===== src/rtl/div_16b_mc_ctrl.sv =====
// Multicycle control wrapper around a 16-bit combinational divider: operand/result handshakes,
// settle timer and divide-by-zero bypass. Define DIV_SIGNED_EN for two's complement operation.
module div_16b_mc_ctrl #(
  parameter int SETTLE_CYCLES = 2
) (
  input  logic        clk,
  input  logic        rst_n,
  input  logic        in_valid,
  output logic        in_ready,
  input  logic [15:0] in_dividend,
  input  logic [15:0] in_divisor,
  output logic [15:0] div_dividend,
  output logic [15:0] div_divisor,
  input  logic [15:0] div_quotient,
  input  logic [15:0] div_remainder,
  output logic        out_valid,
  input  logic        out_ready,
  output logic [15:0] out_quotient,
  output logic [15:0] out_remainder,
  output logic        out_dbz,
  output logic        busy
);

  // state  | meaning
  // IDLE   | waiting for an operand pair
  // SETTLE | divider inputs held, counting down to capture
  // DONE   | result presented, waiting for out_ready
  typedef enum logic [1:0] {IDLE, SETTLE, DONE} state_t;

  localparam logic [3:0] CNT_LOAD = 4'(SETTLE_CYCLES - 1);

  state_t     state;
  logic [3:0] cnt;

  assign in_ready = (state == IDLE);

`ifdef DIV_SIGNED_EN
  logic neg_q;
  logic neg_r;

  // 0x8000 maps onto itself, which the unsigned divider handles as 32768.
  function automatic logic [15:0] mag(input logic [15:0] v);
    return v[15] ? (~v + 16'd1) : v;
  endfunction
`endif

  always_ff @(posedge clk or negedge rst_n) begin
    if (!rst_n) begin
      state         <= IDLE;
      cnt           <= 4'd0;
      div_dividend  <= 16'd0;
      div_divisor   <= 16'd0;
      out_quotient  <= 16'd0;
      out_remainder <= 16'd0;
      out_dbz       <= 1'b0;
      out_valid     <= 1'b0;
      busy          <= 1'b0;
`ifdef DIV_SIGNED_EN
      neg_q         <= 1'b0;
      neg_r         <= 1'b0;
`endif
    end else begin
      case (state)
        IDLE: begin
          if (in_valid) begin
`ifdef DIV_SIGNED_EN
            div_dividend <= mag(in_dividend);
            div_divisor  <= mag(in_divisor);
            neg_q        <= in_dividend[15] ^ in_divisor[15];
            neg_r        <= in_dividend[15];
`else
            div_dividend <= in_dividend;
            div_divisor  <= in_divisor;
`endif
            busy <= 1'b1;
            if (in_divisor == 16'd0) begin
              // divider output is meaningless here, so skip the settle wait entirely
              state         <= DONE;
              out_quotient  <= 16'hFFFF;
              out_remainder <= in_dividend;
              out_dbz       <= 1'b1;
              out_valid     <= 1'b1;
            end else begin
              state   <= SETTLE;
              cnt     <= CNT_LOAD;
              out_dbz <= 1'b0;
            end
          end
        end
        SETTLE: begin
          if (cnt != 4'd0) begin
            cnt <= cnt - 4'd1;
          end else begin
`ifdef DIV_SIGNED_EN
            out_quotient  <= neg_q ? (~div_quotient + 16'd1) : div_quotient;
            out_remainder <= neg_r ? (~div_remainder + 16'd1) : div_remainder;
`else
            out_quotient  <= div_quotient;
            out_remainder <= div_remainder;
`endif
            out_valid <= 1'b1;
            state     <= DONE;
          end
        end
        DONE: begin
          if (out_ready) begin
            out_valid <= 1'b0;
            busy      <= 1'b0;
            state     <= IDLE;
          end
        end
        default: begin
          state     <= IDLE;
          out_valid <= 1'b0;
          busy      <= 1'b0;
        end
      endcase
    end
  end

endmodule


===== config.mk =====
export PLATFORM = sky130hd
export DESIGN_NAME = div_16b_mc_ctrl
export DESIGN_NICKNAME = d
export VERILOG_FILES = /design/src/rtl/div_16b_mc_ctrl.sv
export SDC_FILE = /design/constraint.sdc
export NUM_CORES = 1
export LEC_CHECK = 0
export ABC_CLOCK_PERIOD_IN_PS = 2000
export BUFFER_PORTS_ARGS = -buffer_cell sky130_fd_sc_hd__buf_4
export CORE_MARGIN = 5
export CORE_UTILIZATION = 42
export CTS_BUF_LIST = sky130_fd_sc_hd__clkbuf_8 sky130_fd_sc_hd__clkbuf_16
export DETAILED_ROUTE_END_ITERATION = 8
export GPL_TIMING_DRIVEN = 0
export HOLD_SLACK_MARGIN = 0.15
export PLACE_DENSITY = 0.75
export SETUP_SLACK_MARGIN = 0.02
export SLEW_MARGIN = 20
export SYNTH_ARGS = -nofsm -noshare
export SYNTH_HDL_FRONTEND = slang
export SYNTH_SLANG_ARGS = --single-unit

===== constraint.sdc =====
create_clock -name clk -period 2 [get_ports clk]
set_clock_uncertainty 0.2 [all_clocks]
set_input_delay 0.5 -clock clk [delete_from_list [all_inputs] [get_ports clk]]
set_output_delay 0.5 -clock clk [all_outputs]
set_load 0.005 [all_outputs]

==> results of run 1 <==
stage by stage:
| stage | setup TNS, ns | cells | utilization [%] | setup slack (ns) | cell area, um2 |
|---|---|---|---|---|---|
| after floorplan | -1.82 | 273 | - | -0.148 | 3130 |
| after global placement | -14.40 | 507 | 59.1 | -0.557 | 4260 |
| after detailed placement | -15.93 | 507 | 59.1 | -0.580 | 4260 |
| after CTS | 0 | 529 | 62.7 | 0.0170 | 4530 |
| after global routing | 0 | 531 | 64.2 | 0.00885 | 4630 |
| final | 0 | 531 | 64.2 | 0.0408 | 4630 |
worst register-to-register path, stage by stage (launching register included):
cell and delay, ns:
dfrtp_1 0.47, buf_2 0.46, mux2_2 0.40, mux2_4 0.26
area by class of cell:
cell class | instances | area [um2] | area share [%]
Buffer | 11 | 78.8 | 1.70
Clock buffer | 10 | 138 | 2.97
Multi-Input combinational cell | 183 | 1260 | 27.3
Sequential cell | 73 | 1830 | 39.5
Inverter | 4 | 15.0 | 0.324
Timing Repair Buffer | 145 | 1130 | 24.4
Tap cell | 99 | 124 | 2.68
Clock inverter | 6 | 57.6 | 1.24
layer usage:
layer | vias to the layer above | track usage (%) | share of wire (%)
li1 | 1229 | - | -
met1 | 1246 | 23.4 | 40
met2 | 78 | 29.6 | 52
met3 | 23 | 3.67 | 5.0
met4 | 0 | 9.36 | 3.1
met5 | - | 0 | 0
where the power goes:
part | internal [mW] | switching [mW]
clock | 0.601 | 0.546
sequential | 2.18 | 0.450
combinational | 1.93 | 1.33
timing repair:
item,4_1_cts,5_1_grt
hold endpoints to repair,76,0
endpoints found under the setup margin,68,59
hold buffers,4,0
gates cloned,0,1
pin swaps,2,1
resized for setup,5,17
setup buffers,3,2
sequential cells by signal, summed over array words and instances, names as in the netlist:
| register | cells |
|---|---|
| out_quotient | 16 |
| div_divisor | 16 |
| out_remainder | 16 |
| busy | 1 |
| div_dividend | 16 |
| out_valid | 1 |
| state | 2 |
| cnt | 4 |
| out_dbz | 1 |
path summary, 6_finish.rpt:
kind                                 start           endpoint  slack [ns]  depth (start not counted)
hold reg to reg             div_divisor[8]     div_divisor[8]        0.28                          2
max in group asynchronous            rst_n   out_remainder[5]        0.36                          2
hold / removal             in_dividend[14]   div_dividend[14]        0.15                          3
setup reg to reg                  state[0]  out_remainder[11]        0.09                          3
setup / recovery             in_divisor[2]   out_remainder[1]        0.04                          7
min in group asynchronous            rst_n     div_divisor[4]        0.64                          2
synth_stat cells:
| cell | number | area (um2) |
|---|---|---|
| buf_2 | 1 | 5.00 |
| clkbuf_1 | 8 | 30.0 |
| nand2_1 | 102 | 383 |
| dfrtp_1 | 73 | 1830 |
| a211oi_4 | 1 | 20.0 |
| a2bb2oi_1 | 1 | 8.76 |
| a21boi_0 | 1 | 7.51 |
| a21o_1 | 2 | 15.0 |
| a31oi_1 | 1 | 6.26 |
| mux2_1 | 2 | 22.5 |
| a32o_1 | 1 | 10.0 |
| nor2b_1 | 2 | 12.5 |
| and2_1 | 1 | 6.26 |
| buf_6 | 1 | 11.3 |
| mux2_2 | 20 | 225 |
| buf_4 | 1 | 7.51 |
| inv_1 | 4 | 15.0 |
| a21bo_2 | 1 | 10.0 |
| nor3b_1 | 1 | 7.51 |
| a31o_2 | 2 | 17.5 |
| nor4_2 | 4 | 50.1 |
| nor3_1 | 1 | 5.00 |
| nor2_1 | 6 | 22.5 |
| o22a_1 | 16 | 140 |
| ha_1 | 1 | 12.5 |
| mux2_4 | 10 | 150 |
| buf_1 | 1 | 3.75 |
| nand3_1 | 1 | 5.00 |
| a21oi_1 | 1 | 5.00 |
| o21ai_0 | 2 | 10.0 |
| buf_8 | 1 | 15.0 |
| o22ai_1 | 1 | 6.26 |
| nand4_2 | 1 | 12.5 |
| nor4_1 | 1 | 6.26 |
logic make-up after synthesis:
| family | synth area share, % |
|---|---|
| and+or+nand+nor | 16.5 |
| DFF | 59.1 |
| muxes | 12.9 |
| AOI/OAI and AO/OA | 8.30 |
| buffers and inverters | 2.83 |
| adders and majority gates | 0.405 |
==> results.yml, run 1 <==
placed_design:
  portBuffers: 135
  gp_congestion: 0.778
  dp_hpwl_mm: 5.90
synth:
  yosys_warnings: 0
  synth_cells: 273
  postSynthAreaPerCell_um2: 11.3
  seq_area_frac_synth_pct: 59.1
  yosysUniqueCellTypes: 34
  synth_seq_cells: 73
  syn_nets: 342
  synth.cell_area_mm2: 0.00309
grt:
  grt_max_degree: 74
  grt_usage_pct: 18.3
  grt_pass1_wl_mm: 12.9
  globalRouteOverflowTotal: 0
  antenna_found_initial: 0
  grt_pass1_vias: 2654
floorplan:
  die_h_um: 95.8
  die_area_mm2: 0.00918
  ios: 136
  start_util_pct: 42.9
  row_count: 31
  die_w_um: 95.8
  core_area_mm2: 0.00721
timing:
  hold_violations: 0
  fmax_ghz: 0.510
  fin_crit_ns: 1.96
  finalCritPeriodShare_pct: 98.0
  rsz0062_at_grt: "no"
  setup_viol: 0
  fin_hold_ws_ns: 0.149
  slew_headroom_pct: 39.1
  worst_pin_slew_ns: 0.914
  final_max_slew_viol_count: 0
clock_tree:
  cts_root_buf: "clkbuf_8"
  cts_max_path_buffers: 2
  clkTransAtPathRegs_ns: 0.08
  cts_tree: "built"
  htreeDepth: 3
  cts_sinks: 73
  cts_made_buffers: 9
  insertion_delay_ns: 0.34
route:
  wl_mm: 8.31
  drt_iter0_drc: 62
  vias_per_cell: 4.85
  dr.pass1.iters: 4
  ant_nets: 0
  vias: 2576
  drc: 0
  post_drt_wl_per_cell_um: 15.6
status:
  outcome: "complete, no violations"
cells_and_area:
  final_layout_size_suffix_gt1_share_pct: 48.8
  fillCellCount: 601
  final_common_cell: "buf_4"
  nNetsFinal: 496
  mostFrequentLayoutCells: "138 x buf_4, 102 x nand2_1, 73 x dfrtp_1"
  syn2layout_area_growth_pct: 49.7
  antenna-diode-count: 0
worst_setup_path:
  path_max_fanout: 5
  required_ns: 2.03
  crit_chain: "buf_4 > nor4_4 > nand4_2 > a211oi_4 > buf_6 > clkbuf_16 > mux2_4"
  critical_path_class: "input port to flip-flop"
  start_kind: "input port"
  slowest_stage: "nor4_4"
  crit_family: "simple AND/OR/NAND/NOR gates"
  max_stage_delay_ns: 0.29
  cp.arrival_ns: 1.99
  crit_path_end_kind: "flip-flop"
  path_buf_inv: 3
pwr:
  p_leak_nw: 2.31
  total_power_mw: 7.05
  p_per_area_mw_per_mm2: 1520
  vdd_drop_max_mv: 0.738
flow_run:
  drv_cap: 0
min_path:
  hp-class: "input port to flip-flop"
No activity file was read; power rests on OpenSTA's default activity.
==> run 2: changes to the inputs <==
Settings changed: RECOVER_POWER set to 25.
==> run 2 against run 1 <==
Net effect:
- sequential cell count unchanged
- die area unchanged
- sequential power is essentially flat
- clock power about the same
- wire length is 0.61% lower
- non-clock buffer count is the same
- largest cell class unchanged
==> results.yml, run 2 (synthesis results as in run 1) <==
status:
  outcome: "complete, no violations"
pwr:
  p_leak_nw: 2.27
  vdd_drop_max_mv: 0.716
  p_sw_share_pct: 33.3
  power_frac_comb_pct: 45.8
  clockPowerShare_pct: 16.4
  p_int_mw: 4.62
  p_per_area_mw_per_mm2: 1510
  seqPwrFrac_pct: 37.8
  p_switching_mw: 2.31
cells_and_area:
  fin_cells: 531
  antenna-diode-count: 0
  nNetsFinal: 496
  multiInputGateArea_mm2: 0.00126
  final_common_cell: "nand2_1"
  final_layout_size_suffix_gt1_share_pct: 47.0
  fillCellCount: 609
  seq_area_mm2: 0.00183
  mostFrequentLayoutCells: "102 x nand2_1, 89 x buf_4, 73 x dfrtp_1"
  syn2layout_area_growth_pct: 48.8
route:
  drc: 0
  ant_nets: 0
  dr.pass1.iters: 4
  wl_mm: 8.26
  vias: 2550
  vias_per_cell: 4.80
  post_drt_wl_per_cell_um: 15.6
  drt_iter0_drc: 67
grt:
  antenna_found_initial: 0
  grt_pass1_vias: 2654
  grt_usage_pct: 18.3
  globalRouteOverflowTotal: 0
  grt_max_degree: 74
  grt_pass1_wl_mm: 12.9
min_path:
  min_path_cells: 3
  hp-class: "input port to flip-flop"
timing:
  worst_pin_slew_ns: 0.911
  slew_headroom_pct: 39.3
  finalCritPeriodShare_pct: 98.4
  setup_viol: 0
  fin_crit_ns: 1.97
  timing.final.ws_setup_ns: 0.0312
  fmax_ghz: 0.508
  rsz0062_at_grt: "no"
  hold_violations: 0
  final_max_slew_viol_count: 0
worst_setup_path:
  endpoint: "out_remainder[1]"
  worst-path-stages: 7
  critical_path_class: "input port to flip-flop"
  required_ns: 2.03
  r2r-end: "out_remainder[11]"
  path_max_fanout: 5
  startpoint: "in_divisor[2]"
  crit_family: "simple AND/OR/NAND/NOR gates"
  path_buf_inv: 3
  r2r_slack_ns: 0.08
  cp.arrival_ns: 2.00
  reg2reg_from: "state[0]"
  crit_path_end_kind: "flip-flop"
  r2r_cells: 3
  max_stage_delay_ns: 0.29
  slowest_stage: "nor4_4"
  start_kind: "input port"
  crit_chain: "buf_4 > nor4_4 > nand4_2 > a211oi_4 > buf_6 > clkbuf_16 > mux2_4"
placed_design:
  dpl_worst_slack_ns: -0.580
  gp_congestion: 0.778
  place_inst: 507
  portBuffers: 135
  dp_hpwl_mm: 5.90
clock_tree:
  clkTransAtPathRegs_ns: 0.08
  insertion_delay_ns: 0.34
  htreeDepth: 3
  cts_root_buf: "clkbuf_8"
  cts_sinks: 73
  cts_tree: "built"
  cts_made_buffers: 9
  cts_max_path_buffers: 2
floorplan:
  core_area_mm2: 0.00721
  ios: 136
  die_h_um: 95.8
  start_util_pct: 42.9
  die_w_um: 95.8
  row_count: 31
  die_area_mm2: 0.00918
flow_run:
  drv_cap: 0
run 2: stage by stage:
stage	instance area (um2)	power [mW]	setup TNS (ns)	utilization [%]	hold slack, ns
after global routing	4600	7.45	0	63.8	0.157
after CTS	4530	6.92	0	62.7	0.150
final	4600	6.93	0	63.8	0.151
after global placement	4260	5.63	-14.40	59.1	0.261
after floorplan	3130	4.15	-1.82	-	0.00441
after detailed placement	4260	5.73	-15.93	59.1	0.266
run 2: metal layers:
metal | GRT usage [%] | part of all wire (%) | routed length, um | vias up
met3 | 3.67 | 4.6 | 379 | 21
li1 | - | - | - | 1227
met1 | 23.4 | 40 | 3280 | 1229
met4 | 9.36 | 3.1 | 253 | 0
met2 | 29.6 | 53 | 4340 | 73
met5 | 0 | 0 | 0 | -
run 2: worst min path at each step:
stage	start	endpoint	slack (ns)
floorplan	rst_n	busy	0.004
global placement	div_dividend[12]	div_dividend[12]	0.26
detailed placement	div_divisor[8]	div_divisor[8]	0.27
CTS	in_dividend[14]	div_dividend[14]	0.15
global route	in_dividend[11]	div_dividend[11]	0.16
finish	in_dividend[14]	div_dividend[14]	0.15
run 2: timing repair:
item | 4_1_cts | 5_1_grt
gates resized for setup | 5 | 17
pin swaps | 2 | 1
buffers inserted | 3 | 2
setup endpoints to repair | 68 | 59
gates cloned | 0 | 1
hold buffers | 4 | 0
hold endpoints to repair | 76 | 0
run 2: area by class of cell:
type                            instances  area share [%]
Buffer                                 11            1.71
Clock buffer                           10            2.99
Clock inverter                          6            1.25
Inverter                                4           0.326
Multi-Input combinational cell        183            27.4
Sequential cell                        73            39.7
Tap cell                               99            2.69
Timing Repair Buffer                  145            23.9
run 2: worst reg2reg max path, cell delays in order (launching register included):
cell,delay (ns)
dfrtp_1,0.47
buf_2,0.46
mux2_2,0.41
mux2_4,0.27
run 2: power by group through the flow:
stage	Clock [mW]	Sequential, mW	Combinational (mW)
finish	1.14	2.62	3.17
global route	1.24	2.71	3.50
CTS	1.16	2.62	3.14
detailed placement	0	2.62	3.12
global placement	0	2.59	3.04
floorplan	0	2.63	1.51
==> run 3: changes to the inputs <==
Settings changed: CORE_MARGIN 5 to unset, CORE_UTILIZATION 42 to 34, PLACE_DENSITY 0.75 to unset.
==> run 3 against run 2 <==
Net effect:
- sequential cell count unchanged
- via count is 1.5% higher
- critical path depth shrank 1
==> results.yml, run 3 (synthesis results as in run 1) <==
placed_design:
  postPlaceCellArea_mm2: 0.00427
  dp_hpwl_mm: 5.66
  portBuffers: 135
  gp_congestion: 0.800
  place_inst: 516
route:
  dr.pass1.iters: 4
  drc: 0
  post_drt_wl_per_cell_um: 14.8
  drt_iter0_drc: 31
  wl_mm: 8.28
  vias: 2587
  vias_per_cell: 4.62
  ant_nets: 0
pwr:
  p_switching_mw: 2.37
  p_sw_share_pct: 32.7
  power_frac_comb_pct: 46.2
  seqPwrFrac_pct: 36.1
  clockPowerShare_pct: 17.7
  vdd_drop_max_mv: 0.664
  p_int_mw: 4.87
  p_leak_nw: 2.39
  p_per_area_mw_per_mm2: 1500
cells_and_area:
  mostFrequentLayoutCells: "141 x buf_4, 102 x nand2_1, 73 x dfrtp_1"
  antenna-diode-count: 0
  final_util_pct: 55.1
  stdcell_area_mm2: 0.00483
  final_common_cell: "buf_4"
  fin_cells: 560
  final_layout_size_suffix_gt1_share_pct: 48.0
  nNetsFinal: 516
  syn2layout_area_growth_pct: 56.2
timing:
  worst_pin_slew_ns: 0.936
  setup_viol: 0
  finalCritPeriodShare_pct: 98.6
  fmax_ghz: 0.507
  hold_violations: 0
  rsz0062_at_grt: "yes"
  fin_crit_ns: 1.97
  final_max_slew_viol_count: 0
  slew_headroom_pct: 37.6
grt:
  globalRouteOverflowTotal: 0
  grt_pass1_vias: 2643
  antenna_found_initial: 0
  grt_pass1_wl_mm: 13.7
  grt_max_degree: 74
  grt_usage_pct: 18.3
clock_tree:
  cts_root_buf: "clkbuf_8"
  htreeDepth: 3
  cts_tree: "built"
  clkTransAtPathRegs_ns: 0.08
  cts_sinks: 73
  cts_made_buffers: 9
  cts_max_path_buffers: 2
  insertion_delay_ns: 0.35
floorplan:
  die_w_um: 97.4
  die_h_um: 97.4
  core_area_mm2: 0.00876
  row_count: 34
  start_util_pct: 35.3
  die_area_mm2: 0.00948
  ios: 136
worst_setup_path:
  slowest_stage: "dfrtp_1"
  required_ns: 2.04
  crit_chain: "nor2_4 > a31oi_2 > a211oi_4 > buf_6 > buf_6 > mux2_2"
  max_stage_delay_ns: 0.45
  start_kind: "flip-flop"
  cp.arrival_ns: 2.01
  crit_top_cell: "buf_6"
  path_max_fanout: 5
  crit_path_end_kind: "flip-flop"
  critical_path_class: "flip-flop to flip-flop"
min_path:
  hp-class: "input port to flip-flop"
status:
  outcome: "complete, no violations"
flow_run:
  drv_cap: 0
-- run 3: cell types whose count changed in the layout (fill, tap and decap cells not counted), moves of 5 or more --
cell	before	now
clkbuf_1	10	5
dlygate4sd3_1	4	18
buf_4	89	141
clkbuf_4	41	0
-- run 3: cell type report --
type	count	area, um2
fillers	802	3930
flip-flops and latches	73	1830
repair buffers	164	1300
multi-input cells	183	1250
well taps	108	135
clock buffers	9	124
clock inverters	7	95.1
plain buffers	12	76.3
inverters	4	15.0
-- run 3: final timing paths --
| kind | startpoint | endpoint | slack (ns) | cells past startpoint |
|---|---|---|---|---|
| hold reg to reg | div_dividend[1] | div_dividend[1] | 0.28 | 2 |
| setup / recovery | cnt[2] | out_remainder[11] | 0.03 | 6 |
| setup reg to reg | cnt[2] | out_remainder[11] | 0.03 | 6 |
| min in group asynchronous | rst_n | div_dividend[14] | 0.66 | 2 |
| hold / removal | in_dividend[11] | div_dividend[11] | 0.16 | 3 |
| max in group asynchronous | rst_n | div_divisor[14] | 0.32 | 2 |
-- run 3: repair_timing --
action                     in CTS  in global routing
hold buffers                   18                  0
hold endpoints to repair       90                  0
buffers inserted                6                  5
gates cloned                    1                  0
gates resized for setup        13                 11
pin swaps                       4                  1
setup endpoints to repair      68                 52
-- run 3: worst max-delay path: cells and delay by family, from the launching register on --
family | cells | cell delay (ns)
AND/OR/NAND/NOR | 1 | 0.18
flip-flops | 1 | 0.45
buffers and inverters | 2 | 0.28
AO/OA/AOI/OAI | 2 | 0.42
multiplexers | 1 | 0.33
-- run 3: power groups by stage --
stage	clock network [mW]	registers, mW	logic, mW
after floorplan	0	2.63	1.51
after global placement	0	2.59	3.05
after detailed placement	0	2.61	3.10
after CTS	1.31	2.60	3.32
after global routing	1.38	2.70	3.68
final	1.28	2.61	3.34
-- run 3: metrics by stage --
stage | setup TNS (ns) | hold slack (ns) | power (mW) | worst slack [ns]
3_5_place_dp | -17.89 | 0.263 | 5.71 | -0.583
3_3_place_gp | -17.72 | 0.261 | 5.64 | -0.591
2_1_floorplan | -1.82 | 0.00441 | 4.15 | -0.148
5_1_grt | -0.107 | 0.164 | 7.76 | -0.0188
4_1_cts | -0.163 | 0.152 | 7.24 | -0.0335
6_report | 0 | 0.158 | 7.23 | 0.0278
-- run 3: routing by layer --
layer	track usage [%]	routed length, um
met5	0	0
met4	7.13	139
met3	3.81	361
met2	31.1	4310
met1	22.8	3470
